File: src/rtl/arb_pkg.sv
// Shared types and the round-robin pick used by the memory port arbiter.
// Latency: n/a (types and a combinational helper only).
// Backpressure: n/a.
package arb_pkg;

    typedef enum logic {
        ARB_IDLE   = 1'b0,
        ARB_LOCKED = 1'b1
    } arb_state_t;

    // Widest requester set the pick function is written for.
    localparam int MAX_REQ = 4;

    // Winner is the first set req bit searching from ptr+1 upward, wrapping at nreq.
    // Falls back to index 0 when nothing is requested; callers gate on |req.
    function automatic logic [1:0] rr_pick(input logic [3:0] req,
                                           input logic [1:0] ptr,
                                           input int         nreq);
        logic [1:0] win;
        logic       found;
        int         idx;
        win   = '0;
        found = 1'b0;
        for (int i = 1; i <= MAX_REQ; i++) begin
            idx = (int'(ptr) + i) % nreq;
            if ((i <= nreq) && !found && req[idx[1:0]]) begin
                win   = idx[1:0];
                found = 1'b1;
            end
        end
        return win;
    endfunction

endpackage

File: src/rtl/arb_mem.sv
// Single-port DW x 2**AW memory with a registered read port.
// Latency: write commits at the closing edge; read data appears 1 cycle after rd.
// Backpressure: none; one access per cycle, rdata holds when rd is low.
module arb_mem #(
    parameter int AW = 3,
    parameter int DW = 8
) (
    input  logic          clk,
    input  logic          nrst,
    input  logic          rd,
    input  logic          wr,
    input  logic [AW-1:0] addr,
    input  logic [DW-1:0] wdata,
    output logic [DW-1:0] rdata
);

    logic [DW-1:0] mem [2**AW];

    // Storage array: written on a granted write, contents survive reset.
    always_ff @(posedge clk) begin
        if (wr) begin
            mem[addr] <= wdata;
        end
    end

    // Read register: captures the addressed word on rd, otherwise holds.
    always_ff @(posedge clk) begin
        if (!nrst) begin
            rdata <= '0;
        end else if (rd) begin
            rdata <= mem[addr];
        end
    end

endmodule

File: src/rtl/mem_port_arbiter.sv
// Round-robin arbiter with per-requester lock sharing one memory port among NREQ masters.
// Latency: grant is combinational; writes commit at the grant edge; rvalid/rdata 1 cycle after a read grant.
// Backpressure: losers (and non-owners while locked) simply see no gnt and must hold req/addr/wdata.
module mem_port_arbiter
    import arb_pkg::*;
#(
    parameter int NREQ = 2,
    parameter int AW   = 3,
    parameter int DW   = 8
) (
    input  logic                     clk,
    input  logic                     nrst,
    input  logic [NREQ-1:0]          req,
    input  logic [NREQ-1:0]          lock,
    input  logic [NREQ-1:0]          we,
    input  logic [NREQ*AW-1:0]       addr,
    input  logic [NREQ*DW-1:0]       wdata,
    output logic [NREQ-1:0]          gnt,
    output logic [NREQ-1:0]          rvalid,
    output logic [DW-1:0]            rdata,
    output logic [$clog2(NREQ)-1:0]  owner,
    output logic                     locked
);

    localparam int IW = $clog2(NREQ);

    arb_state_t      state;
    arb_state_t      state_nxt;
    logic [IW-1:0]   ptr;
    logic [IW-1:0]   win;
    logic [IW-1:0]   sel;
    logic            sel_vld;
    logic [NREQ-1:0] rv_q;
    logic [AW-1:0]   mem_addr;
    logic [DW-1:0]   mem_wdata;
    logic            mem_rd;
    logic            mem_wr;

    assign win = IW'(rr_pick(4'(req), 2'(ptr), NREQ));

    // Next state and the selected requester for this cycle's single access.
    always_comb begin
        state_nxt = state;
        sel       = win;
        sel_vld   = 1'b0;
        case (state)
            ARB_IDLE: begin
                if (|req) begin
                    sel     = win;
                    sel_vld = 1'b1;
                    if (lock[win]) begin
                        state_nxt = ARB_LOCKED;
                    end
                end
            end
            ARB_LOCKED: begin
                // Only the owner may access; dropping lock still allows this final access.
                sel     = owner;
                sel_vld = req[owner];
                if (!lock[owner]) begin
                    state_nxt = ARB_IDLE;
                end
            end
            default: begin
                state_nxt = ARB_IDLE;
            end
        endcase
        // No access may happen during a reset cycle, so a write there never commits.
        if (!nrst) begin
            sel_vld = 1'b0;
        end
    end

    // One-hot grant and the request mux feeding the memory.
    always_comb begin
        gnt = '0;
        for (int k = 0; k < NREQ; k++) begin
            gnt[k] = sel_vld && (int'(sel) == k);
        end
        mem_addr  = addr[sel*AW +: AW];
        mem_wdata = wdata[sel*DW +: DW];
        mem_rd    = sel_vld && !we[sel];
        mem_wr    = sel_vld && we[sel];
    end

    // FSM state, round-robin pointer, owner and the read-return tag.
    always_ff @(posedge clk) begin
        if (!nrst) begin
            state <= ARB_IDLE;
            ptr   <= IW'(NREQ - 1);
            owner <= '0;
            rv_q  <= '0;
        end else begin
            state <= state_nxt;
            // While locked ptr already equals owner, so only IDLE grants move them.
            if (sel_vld && (state == ARB_IDLE)) begin
                ptr   <= sel;
                owner <= sel;
            end
            rv_q <= mem_rd ? gnt : '0;
        end
    end

    // Reset kills an in-flight read return and a held lock in the same cycle it is asserted.
    assign rvalid = nrst ? rv_q : '0;
    assign locked = nrst && (state == ARB_LOCKED);

    arb_mem #(
        .AW (AW),
        .DW (DW)
    ) u_mem (
        .clk   (clk),
        .nrst  (nrst),
        .rd    (mem_rd),
        .wr    (mem_wr),
        .addr  (mem_addr),
        .wdata (mem_wdata),
        .rdata (rdata)
    );

endmodule

File: config.mk
export PLATFORM = sky130hd
export DESIGN_NAME = mem_port_arbiter
export DESIGN_NICKNAME = d
export VERILOG_FILES = /design/src/rtl/arb_pkg.sv /design/src/rtl/arb_mem.sv /design/src/rtl/mem_port_arbiter.sv
export SDC_FILE = /design/constraint.sdc
export NUM_CORES = 1
export LEC_CHECK = 0
export CORE_MARGIN = 3
export CORE_UTILIZATION = 61
export CTS_BUF_LIST = sky130_fd_sc_hd__clkbuf_2
export CTS_CLUSTER_SIZE = 8
export DETAILED_ROUTE_END_ITERATION = 16
export GPL_TIMING_DRIVEN = 0
export PLACE_DENSITY = 0.87
export SLEW_MARGIN = 20
export SYNTH_ARGS = -nofsm -noshare
export SYNTH_HDL_FRONTEND = slang
export SYNTH_SLANG_ARGS = --single-unit
File: constraint.sdc
create_clock -name clk -period 5 [get_ports clk]
set_input_delay 1.5 -clock clk [delete_from_list [all_inputs] [get_ports clk]]
set_output_delay 1.5 -clock clk [all_outputs]
set_load 0.05 [all_outputs]
* After elaboration in Yosys (flattened, before gate mapping)
Memory sizes are Yosys's and may differ from the RTL's. A register that Yosys moved wholly into a read port is not among the register bits.
Cells that the tools add are included.
** Storage, ports and cells
- RAM bits :: 64
- Memories kept :: 1
- Input port bits :: 30
- Output and inout bits :: 14
- Register bits :: 5
** Cells by class
- Multipliers :: 1
- Shift operators :: 2
- Reduce and logical (&&, ||, !) cells :: 12
- Bitwise operators :: 4
- Mux-type cells :: 26
- Add/sub/neg operators :: 2
- Order comparisons :: 5
** Memory list
- u_mem.mem :: words 8, bits a word 8, read ports 1, clocked after memory_dff 1, write ports 1, line arb_mem.sv:17 : logic [DW-1:0] mem [2**AW];
** Operators by type and width (number)
- 1-bit 2-to-1 mux :: 20
- 16-bit by 5-bit variable part select with 8-bit output :: 1
- 1-bit logical AND :: 7
- 1-bit by 2-bit < comparator with 1-bit output, second input constant :: 3
- 2-bit by 3-bit < comparator with 1-bit output, second input constant :: 2
- 1-bit case mux with 2 select lines :: 3
- 6-bit by 4-bit variable part select with 3-bit output :: 1
- 1-bit binary-select mux with 2-bit select :: 2
- 1-bit logical NOT :: 3
- 1-bit by 2-bit multiplier with 3-bit output, second input constant :: 1
- 1-bit adder, second input constant :: 2
- 1-bit AND, first input constant :: 2
- 2-bit 2-to-1 mux :: 1
- 1-bit NOT :: 2
- 2-bit AND reduction :: 1
- 2-bit OR reduction :: 1

* Depth between registers and ports, before layout
- Word-level depth :: 14
- Mapped depth :: 9
- Gate-level depth less buffers :: 6

* Modules after synthesis
Synthesis repeated with hierarchy kept, for this count alone.
** Second synthesis, totals
- Cell total of the unflattened synthesis :: 218
- Area total of the unflattened synthesis :: 3293.2 sq um
** By module, submodules not included
- arb_mem :: area each 2806.4 sq um, seq. area each 2082.0 sq um, instances 1, cells each 170
- mem_port_arbiter :: area each 486.7 sq um, seq. area each 100.1 sq um, instances 1, cells each 48

* Worst setup path before layout
Ideal clock, no wire load.
- Path type :: input to output
- Start point :: in req[1]
- End point :: out gnt[0]
- Path slack :: 0.255 ns
- Data required time :: 3.500 ns
- Arrival :: 3.245 ns
- Stages on the path :: 5
- Cell sequence :: nor2b_4 -> a22o_1 -> buf_6 -> clkbuf_1 -> nor3_1
** On the way
- Cells in the longest elaborated chain, start to end :: 9
- Elaborated cells between the ends (all ways) :: 18
** RTL lines
- from (decl) :: line mem_port_arbiter.sv:13 : input logic [NREQ-1:0] req,
- 1-bit binary-select mux with 2-bit select :: line arb_pkg.sv:26 : if ((i <= nreq) && !found && req[idx[1:0]]) begin
- 1-bit 2-to-1 mux (not written as such) :: line arb_pkg.sv:26
- 1-bit 2-to-1 mux :: line arb_pkg.sv:26
- 1-bit logical NOT :: line arb_pkg.sv:26
- 1-bit logical AND :: line arb_pkg.sv:26
- 1-bit 2-to-1 mux :: line arb_pkg.sv:26
- 1-bit case mux with 2 select lines :: line mem_port_arbiter.sv:46 : case (state)
- 1-bit NOT :: line mem_port_arbiter.sv:78 : gnt[k] = sel_vld && (int'(sel) == k);
- 1-bit logical AND * :: line mem_port_arbiter.sv:78
- to (decl) :: line mem_port_arbiter.sv:18 : output logic [NREQ-1:0] gnt,
Every way passes the cells marked *; elsewhere a longest branch is shown, timed or not. The select of a mux whose other input is x is not followed.

* Final worst setup path
- Start point :: in req[1]
- End point :: out gnt[1]
** On the way
- Cells in the longest elaborated chain, start to end :: 8
- Elaborated cells between the ends (all ways) :: 17
** RTL lines (line)
- 1-bit binary-select mux with 2-bit select :: arb_pkg.sv:26
- 1-bit 2-to-1 mux (not written as such) :: arb_pkg.sv:26
- 1-bit 2-to-1 mux :: arb_pkg.sv:26
- 1-bit logical NOT :: arb_pkg.sv:26
- 1-bit logical AND :: arb_pkg.sv:26
- 1-bit 2-to-1 mux :: arb_pkg.sv:26
- 1-bit case mux with 2 select lines :: mem_port_arbiter.sv:46
- 1-bit logical AND * :: mem_port_arbiter.sv:78
Marked as above.

==> metrics.txt <==
status=complete, no violations; vias in the first global route=about 2100; Fmax achieved=~0.21 GHz; M1 WL=between 2000 and 3000 um; flop-to-flop setup slack=approximately 2.5 ns; Hold EP=ptr; critical path class=input pin to output port; Compound-Gate Fraction of Synth Area=8.84%; pin count of the biggest net entering global routing=17; routed length on met3=roughly 660 um; synthesis-to-finish area growth=20.3%; ys async rst share=0%; leakage power=~1.4 nW; Slew @ Worst Pin=about 1.1 ns; wire per inst=21.2 um; Largest stage delay, worst path=approximately 0.56 ns; row cnt=25; multiplexer area fraction after synthesis=between 10% and 20%; r2r endpoint=u_mem.mem[4][3]; clk_lat worst skew=approximately 0.52 ns; Port-buffer cells=43; period utilisation layout=96.6%; sequential-to-total area share from yosys stat=about two thirds; syn nets=about 260; Post-Syn Instances=between 200 and 250; Post-layout nets=around 320; Gate power share=17.4%; fin crit period=~4.8 ns; final worst slack=0.172 ns; global-route wire length before repair=11800 um; VDD IR-drop max=between 0.0003 and 0.0004 V; DRC violations left=0; fin. max-slew vios=0; DP Worst Slack=-0.468 ns; Worst setup EP type=output port; CP Cell Sequence=clkdlybuf4s50_1, nor2b_4, a22oi_2, clkbuf_2, nor3_1, dlygate4sd2_1; pwr dens=348 nW/um2; GRT overflow=0; WL met2=~3800 um; Post-synth top cells=64 x edfxtp_1, 33 x mux2i_1, 33 x nand2_1; Critical Path RT=around 3.5 ns; WHS Path Cells=2; Startpoint Class=input pin; RSZ-0062 raised after global routing=false; setup_tns=0 ns; Max-slew headroom=between 20 and 30%; simple-gate share of the synthesized area=10.9%; P_sw=around 0.38 mW; CP max FO=10; total track usage=26.8%; largest area contributor in the netlist=edfxtp_1; die area=~6300 um2; Initial DRC Count=~280; Die Wd=between 70 and 80 um; placed insts=341; Initial Utilization=approximately two thirds; main combinational cell family by area after synthesis=simple AND/OR/NAND/NOR gates; max-cap viol count=0; Distinct cells, synth=28; core area=approximately 4900 um2; Final Hold Viols=0; hold crit path type=flop to flop; dominant cells by area after synthesis=edfxtp_1 59%, mux2i_1 10%, dfxtp_1 8.0%; Finish-stage setup viols=0; Clk pwr share=between 20% and 30%; antenna violations before repair=0; Post-Route WL=7550 um; vias per std cell=about 6; CTS tree=yes; YS warnings=0; Final HPWL DP=around 5000 um; Root Driver=clkbuf_2; clock-pin transition on the worst setup and hold timing paths=0.21 ns; Hold Buf Count CTS=0; clock sink total=between 70 and 80; Switching Share=approximately 28%; crit path max-delay cell type=dlygate4sd2_1; die height=about 79 um; Mapped Avg Cell Area=~14 um2; Post-Synth XOR/XNOR Area=0%; reg2reg path depth=7; io pins=44; #FFs+latches synth=77; Inserted Clock Buffers=9; hold_sp=ptr; critical path arrival=between 3 and 4 ns; GP Congestion=between 0.7 and 0.8; Pint=between 0.9 and 1 mW; number of antenna-violating nets in the routed design=0; Vias=~2100; Post-Layout Cell Count=between 300 and 400; first drt pass iteration count=5; top cell type's share of synthesized area=roughly three fifths; layout cells sized above 1=10.3%; Max Root-Sink Buffers=2; number of synthesized flops with an enable pin=between 60 and 70; skew final=0.0168 ns; Post-Synth Adder-Cell Area=0%; most common cell in the netlist=edfxtp_1; Inserted Diodes=0; Seq pwr share=a little over half; H-tree depth=3; Post-Syn Area=~3300 um2; top sig layer=met4; ys flop type=edfxtp_1; reg-to-reg critical path startpoint=state
[metal layers]
metal,global-route usage [%],vias to the layer above
met5,0,-
met2,45.3,121
met3,6.69,14
met4,11.3,0
met1,32.8,1012
li1,-,995
[state kept, by name, summed over array words and instances (netlist names)]
register     flops
rv_q             2
owner            1
u_mem.mem       64
u_mem.rdata      8
state            1
ptr              1
[layout make-up]
cell class	count	area (um2)
sequential	77	2180
tap	67	83.8
clock inverter	7	97.6
fill	311	1020
multi-input combinational	143	996
timing repair buffer	44	437
buffer	8	68.8
clock buffer	9	45.0
inverter	2	7.51
[worst max-delay path, delay by kind of cell]
kind,cells,cell delay [ns]
and+or+nand+nor,2,0.41
AOI/OAI and AO/OA,1,0.07
buffers and inverters,3,1.34
[power by group through the flow]
stage	sequential [mW]	combinational [mW]	clock [mW]
after floorplan	0.768	0.128	0
after global placement	0.745	0.226	0
after detailed placement	0.746	0.235	0
after CTS	0.732	0.236	0.398
after global routing	0.734	0.252	0.424
final	0.732	0.237	0.395
[cell usage in the layout (no fill, tap or decap), types with 2 or more instances in the layout]
cell type,instances
nor3_1,4
clkdlybuf4s50_1,41
and2_1,3
clkinvlp_4,2
nor3b_1,4
dfxtp_1,13
clkbuf_2,10
nor4_1,2
edfxtp_1,64
a31oi_2,4
nand3_1,4
buf_6,5
inv_6,2
clkbuf_1,2
o311a_1,8
bufinv_16,2
inv_1,2
o22ai_1,16
nor2_1,9
nand2b_1,11
nand2_1,33
mux2i_1,33
a21oi_1,2
[worst max path at each step]
stage | cells past startpoint | startpoint | to | slack [ns]
floorplan | 5 | req[1] | gnt[0] | 0.25
global placement | 6 | req[0] | gnt[1] | -0.42
detailed placement | 6 | req[1] | gnt[1] | -0.47
CTS | 6 | req[1] | gnt[1] | 0.17
global route | 6 | req[1] | gnt[1] | 0.07
finish | 6 | req[1] | gnt[1] | 0.17
[kinds of logic after synthesis]
family / count (synthesis)
DFF: 77
buffers and inverters: 11
and+or+nand+nor: 73
AOI/OAI and AO/OA: 36
muxes: 34
[repair_timing]
action,4_1_cts,5_1_grt
endpoints found under the hold margin,0,0
buffers inserted,1,0
setup endpoints to repair,2,0
gates resized for setup,4,0
[stage by stage]
step	util (%)	power, mW	area (um2)	hold WS, ns
finish	79.3	1.36	3920	0.513
global route	79.3	1.41	3920	0.582
CTS	79.3	1.37	3920	0.519
detailed placement	76.3	0.981	3770	0.495
global placement	76.3	0.971	3770	0.484
floorplan	-	0.895	3260	0.467
Power figures use the tool's default switching activity.
